`src/rtl/trig_conditioner.sv`:
```
// Trigger input conditioner: synchronizer, debounce FSM, holdoff lockout and
// accepted/dropped trigger counters.
module trig_conditioner #(
    parameter int SYNC_STAGES     = 2,
    parameter int DEBOUNCE_CYCLES = 16,
    parameter int HOLDOFF_CYCLES  = 32
) (
    input  logic       clk,
    input  logic       rst,
    input  logic       btn_in,
    input  logic       enable,
    output logic       level,
    output logic       trig_pulse,
    output logic       busy,
    output logic [7:0] trig_count,
    output logic [7:0] drop_count
);

    localparam int DB_W = $clog2(DEBOUNCE_CYCLES + 1);
    localparam int HO_W = $clog2(HOLDOFF_CYCLES + 1);

    // Entry into a CHK state already consumes one differing cycle, so the
    // counter only has to cover the remaining DEBOUNCE_CYCLES-1.
    localparam logic [DB_W-1:0] DB_LAST = DB_W'(DEBOUNCE_CYCLES - 2);
    localparam logic [HO_W-1:0] HO_LAST = HO_W'(HOLDOFF_CYCLES - 1);

    localparam logic [1:0] ST_LOW      = 2'd0;
    localparam logic [1:0] ST_RISE_CHK = 2'd1;
    localparam logic [1:0] ST_HIGH     = 2'd2;
    localparam logic [1:0] ST_FALL_CHK = 2'd3;

    localparam logic ST_IDLE = 1'b0;
    localparam logic ST_HOLD = 1'b1;

    logic [SYNC_STAGES-1:0] r_sync;
    logic [1:0]             r_db_state;
    logic [DB_W-1:0]        r_db_cnt;
    logic                   r_ho_state;
    logic [HO_W-1:0]        r_ho_cnt;
    logic                   r_trig;
    logic [7:0]             r_trig_count;
    logic [7:0]             r_drop_count;

    logic                   w_sync_in;
    logic [1:0]             w_db_state_nxt;
    logic [DB_W-1:0]        w_db_cnt_nxt;
    logic                   w_rise_evt;
    logic                   w_busy;
    logic                   w_accept;
    logic                   w_drop;

    always_ff @(posedge clk) begin
        if (rst) begin
            r_sync <= '0;
        end else begin
            r_sync <= {r_sync[SYNC_STAGES-2:0], btn_in};
        end
    end

    assign w_sync_in = r_sync[SYNC_STAGES-1];

    always_comb begin
        w_db_state_nxt = r_db_state;
        w_db_cnt_nxt   = r_db_cnt;
        w_rise_evt     = 1'b0;
        case (r_db_state)
            ST_LOW: begin
                if (w_sync_in) begin
                    w_db_state_nxt = ST_RISE_CHK;
                    w_db_cnt_nxt   = '0;
                end
            end
            ST_RISE_CHK: begin
                if (!w_sync_in) begin
                    w_db_state_nxt = ST_LOW;
                    w_db_cnt_nxt   = '0;
                end else if (r_db_cnt == DB_LAST) begin
                    w_db_state_nxt = ST_HIGH;
                    w_db_cnt_nxt   = '0;
                    w_rise_evt     = 1'b1;
                end else begin
                    w_db_cnt_nxt = r_db_cnt + DB_W'(1);
                end
            end
            ST_HIGH: begin
                if (!w_sync_in) begin
                    w_db_state_nxt = ST_FALL_CHK;
                    w_db_cnt_nxt   = '0;
                end
            end
            ST_FALL_CHK: begin
                if (w_sync_in) begin
                    w_db_state_nxt = ST_HIGH;
                    w_db_cnt_nxt   = '0;
                end else if (r_db_cnt == DB_LAST) begin
                    w_db_state_nxt = ST_LOW;
                    w_db_cnt_nxt   = '0;
                end else begin
                    w_db_cnt_nxt = r_db_cnt + DB_W'(1);
                end
            end
            default: begin
                w_db_state_nxt = ST_LOW;
                w_db_cnt_nxt   = '0;
            end
        endcase
    end

    always_ff @(posedge clk) begin
        if (rst) begin
            r_db_state <= ST_LOW;
            r_db_cnt   <= '0;
        end else begin
            r_db_state <= w_db_state_nxt;
            r_db_cnt   <= w_db_cnt_nxt;
        end
    end

    // A rise landing in the final HOLD cycle still sees busy=1 and is dropped.
    assign w_busy   = (r_ho_state == ST_HOLD);
    assign w_accept = w_rise_evt && enable && !w_busy;
    assign w_drop   = w_rise_evt && w_busy;

    always_ff @(posedge clk) begin
        if (rst) begin
            r_ho_state   <= ST_IDLE;
            r_ho_cnt     <= '0;
            r_trig       <= 1'b0;
            r_trig_count <= 8'd0;
            r_drop_count <= 8'd0;
        end else begin
            r_trig <= w_accept;
            if (w_accept) begin
                r_trig_count <= r_trig_count + 8'd1;
            end
            if (w_drop && (r_drop_count != 8'hFF)) begin
                r_drop_count <= r_drop_count + 8'd1;
            end
            case (r_ho_state)
                ST_IDLE: begin
                    if (w_accept) begin
                        r_ho_state <= ST_HOLD;
                        r_ho_cnt   <= '0;
                    end
                end
                default: begin
                    if (r_ho_cnt == HO_LAST) begin
                        r_ho_state <= ST_IDLE;
                        r_ho_cnt   <= '0;
                    end else begin
                        r_ho_cnt <= r_ho_cnt + HO_W'(1);
                    end
                end
            endcase
        end
    end

    assign level      = (r_db_state == ST_HIGH) || (r_db_state == ST_FALL_CHK);
    assign trig_pulse = r_trig;
    assign busy       = w_busy;
    assign trig_count = r_trig_count;
    assign drop_count = r_drop_count;

endmodule

```
`config.mk`:
```
export PLATFORM = sky130hd
export DESIGN_NAME = trig_conditioner
export DESIGN_NICKNAME = d
export VERILOG_FILES = /design/src/rtl/trig_conditioner.sv
export SDC_FILE = /design/constraint.sdc
export NUM_CORES = 1
export LEC_CHECK = 0
export CORE_ASPECT_RATIO = 0.8
export CORE_UTILIZATION = 48
export DETAILED_ROUTE_END_ITERATION = 10
export MAX_ROUTING_LAYER = met4
export PLACE_DENSITY = 0.8
export SLEW_MARGIN = 20
export SYNTH_ARGS = -nofsm -noshare
export SYNTH_HDL_FRONTEND = slang
export SYNTH_SLANG_ARGS = --single-unit
```
`constraint.sdc`:
```
create_clock -name clk -period 1.8 [get_ports clk]
set_clock_uncertainty 0.05 [all_clocks]
set_input_delay 0.18 -clock clk [delete_from_list [all_inputs] [get_ports clk]]
set_output_delay 0.18 -clock clk [all_outputs]
set_load 0.05 [all_outputs]
```
==> results of run 1 <==
-- timing repair --
action | CTS | global route
gates resized for setup | 9 | 16
gates cloned | 0 | 1
buffers inserted | 1 | 0
setup endpoints to repair | 12 | 11
pin swaps | 8 | 12
-- per-layer routing --
metal | track usage [%] | routed length, um | up-vias
met4 | 7.61 | 53 | 0
met3 | 5.39 | 139 | 6
met5 | - | 0 | -
li1 | - | - | 749
met2 | 34.2 | 1840 | 33
met1 | 27.3 | 1720 | 736
-- through the flow --
| step | hold WS [ps] | setup WS (ps) | TNS (ps) | area [um^2] | util (%) |
|---|---|---|---|---|---|
| after global placement | 379 | -130 | -428 | 1950 | 63.1 |
| after global routing | 417 | -24.3 | -81.8 | 2140 | 69.4 |
| after CTS | 401 | -54.3 | -54.3 | 2070 | 67.2 |
| final | 394 | 19.4 | 0 | 2140 | 69.4 |
| after floorplan | 258 | 11.3 | 0 | 1590 | - |
| after detailed placement | 379 | -186 | -775 | 1950 | 63.1 |
-- placed cells by master, fill, tap and decap left out, drive strengths merged, types with 3 or more instances in the layout --
master,n
dfxtp,33
buf,24
a21oi,19
clkdlybuf4s50,18
nand3,16
nor2,9
nand2,8
o21ai,8
o31ai,8
or4,7
clkbuf,7
inv,6
or3,6
ha,5
and3,4
nor2b,3
xor2,3
nor3,3
and4,3
nand4,3
-- registers in the layout, indices dropped and copies added (netlist names), named ones only --
signal      count
trig_pulse      1
r_db_state      1
r_sync          2
drop_count      8
trig_count      8
busy            1
r_db_cnt        5
r_ho_cnt        6
-- power by group --
part | leakage, nW | switching (mW) | internal (mW)
sequential | 0.271 | 0.00198 | 0.732
combinational | 0.501 | 0.0233 | 0.0148
clock | 0.0443 | 0.243 | 0.303
-- logic make-up (layout without fill, tap and decap cells) --
logic type               count (synthesis)  after routing
AO/OA/AOI/OAI                           44             44
flip-flops                              33             33
AND/OR/NAND/NOR                         74             74
multiplexers                             3              3
adder cells (fa/ha/maj)                  5              5
buffers and inverters                   16             56
XOR/XNOR                                 4              4
-- worst max-delay path: cells and delay by family, from the launching register on --
family | cells | cell delay (ps)
AND/OR/NAND/NOR | 3 | 680
buffers and inverters | 3 | 350
adder cells (fa/ha/maj) | 1 | 150
flip-flops | 1 | 320
AO/OA/AOI/OAI | 1 | 150
-- final cells by class --
class	count	area (um^2)	share of cell area, %
Inverter	6	22.5	1.05
Multi-Input combinational cell	130	931	43.5
Clock buffer	7	86.3	4.03
Sequential cell	33	674	31.5
Timing Repair Buffer	43	378	17.6
Tap cell	40	50.0	2.34
-- path summary, 6_finish.rpt --
path | slack, ps | end
max | 20 | drop_count[0]$_SDFFE_PP0P_
min | 390 | r_sync[1]$_SDFF_PP0_
max reg2reg | 20 | drop_count[0]$_SDFFE_PP0P_
min reg2reg | 390 | r_sync[1]$_SDFF_PP0_
==> flow_metrics.py, run 1 <==
metrics = {
    "flow_run": {
        "max_cap_violations": 0,
    },
    "logic_synthesis": {
        "ys_warn_count": 0,
        "synth_edf_count": 0,
        "syn_inst": 179,
        "synth_simple_gate_area_share_pct": 28.3,
        "syn_nets": 188,
        "ys_async_sr_fraction_pct": 0,
        "yosys-top-cells-count": "dfxtp_1, a21oi_1, nand3_1, nor2_1",
        "synth_top_family_by_area": "simple AND/OR/NAND/NOR gates",
        "ys_seq_elements": 33,
        "yosys.cell_count.top_type": "dfxtp_1",
        "avgSynthCellArea_um2": 8.73,
        "synth_top_area_share_pct": 42.3,
        "synth_compound_area_share_pct": 17.1,
        "synth_xor_area_share_pct": 2.24,
        "synthMuxAreaShare_pct": 2.00,
        "yosys.cell_types.count": 39,
        "synthAdderAreaFrac_pct": 4.00,
        "syn_area_um2": 1560,
        "synth_top_cells_by_area": "dfxtp_1, a21oi_1, nand3_1",
        "yosys.area.top_type": "dfxtp_1",
        "synth_seq_area_share_pct": 42.3,
        "yosys_most_used_dff": "dfxtp_1",
    },
    "clock_tree": {
        "cts_inserted_buffers": 5,
        "cts_root_buf": "clkbuf_8",
        "path_clk_slew_ps": 60,
        "cts_hold_buf": 0,
        "clockBufferDepth": 2,
        "insertion_delay_ps": 280,
        "htreeDepth": 2,
        "clock-sinks": 33,
        "cts_tree": "yes",
    },
    "die": {
        "die_x_um": 65.8,
        "pin_count": 23,
        "core_um2": 3090,
        "rows": 18,
        "die_height_um": 53.0,
        "dieArea_um2": 3490,
        "start_util_pct": 50.6,
    },
    "route": {
        "ant_nets": 0,
        "postRouteWirelength_mm": 3.76,
        "initialDrtViolationCount": 111,
        "dr.pass1.iters": 4,
        "vias": 1524,
        "wl_per_cell_um": 14.5,
        "vias_per_cell": 5.88,
        "route.detailed.drc": 0,
    },
    "timing": {
        "tightest_slew_ps": 507,
        "finalCritPeriodShare_pct": 98.9,
        "report.final.slew_viol_count": 0,
        "finalSetupViolCount": 0,
        "layout_min_cycle_time_ps": 1780,
        "max_slew_margin_pct": 66.2,
        "grt_setup_unrepaired": "yes",
        "max_freq_mhz": 562,
        "hold_viol": 0,
    },
    "critical_path": {
        "end_kind": "flip-flop",
        "r2r_cells": 8,
        "path_class": "flip-flop to flip-flop",
        "crit_slowest_cell": "or3_1",
        "critPathMaxFanout": 6,
        "worstPathRequired_ps": 1960,
        "critical_path.cell_chain": "inv_2 -> ha_4 -> and4b_1 -> nand3_2 -> buf_6 -> buf_4 -> or3_1 -> a21oi_2",
        "crit_path_start_kind": "flip-flop",
        "critPathLaunch": "r_db_cnt[0]$_SDFFE_PP0P_",
        "cp.arrival_ps": 1940,
        "max_stage_delay_ps": 360,
        "timing.rr.start": "r_db_cnt[0]$_SDFFE_PP0P_",
    },
    "power_and_ir_drop": {
        "total_power_mw": 1.32,
        "ir_worst_vdd_uv": 466,
        "p_leak_nw": 0.816,
        "powerDensity_nw_per_um2": 615,
    },
    "layout": {
        "num-fill-cells": 227,
        "nNetsFinal": 228,
        "drive_gt1_share_pct": 29.2,
        "diodes": 0,
        "area_delta_synth_final_pct": 37.1,
        "finalNonFillerCells": 259,
    },
    "global_routing": {
        "antenna_found_initial": 0,
        "overflow": 0,
        "grt_pass1_vias": 1310,
        "grt_pass1_wl_mm": 5.58,
        "grt_usage_pct": 21.8,
        "grt_max_degree": 18,
    },
    "place": {
        "gp_congestion": 0.866,
        "dpl.cell_count": 250,
        "dp_hpwl_mm": 2.53,
        "portBuffers": 22,
    },
    "worst_hold_path": {
        "worstHoldStart": "r_sync[0]$_SDFF_PP0_",
        "whs_path_depth": 1,
        "hp-class": "flip-flop to flip-flop",
    },
    "run_status": {
        "status": "finished clean",
    },
}
Note: power is estimated with default switching activity, not from simulation.
==> inputs of run 2 (changes only) <==
--- a/config.mk
+++ b/config.mk
@@ -10,7 +10,7 @@
 export DETAILED_ROUTE_END_ITERATION = 10
 export MAX_ROUTING_LAYER = met4
 export PLACE_DENSITY = 0.8
-export SLEW_MARGIN = 20
+export SLEW_MARGIN = 10
 export SYNTH_ARGS = -nofsm -noshare
 export SYNTH_HDL_FRONTEND = slang
 export SYNTH_SLANG_ARGS = --single-unit
==> results of run 2 <==
Final layout, timing and power as in run 1 (identical DEF).
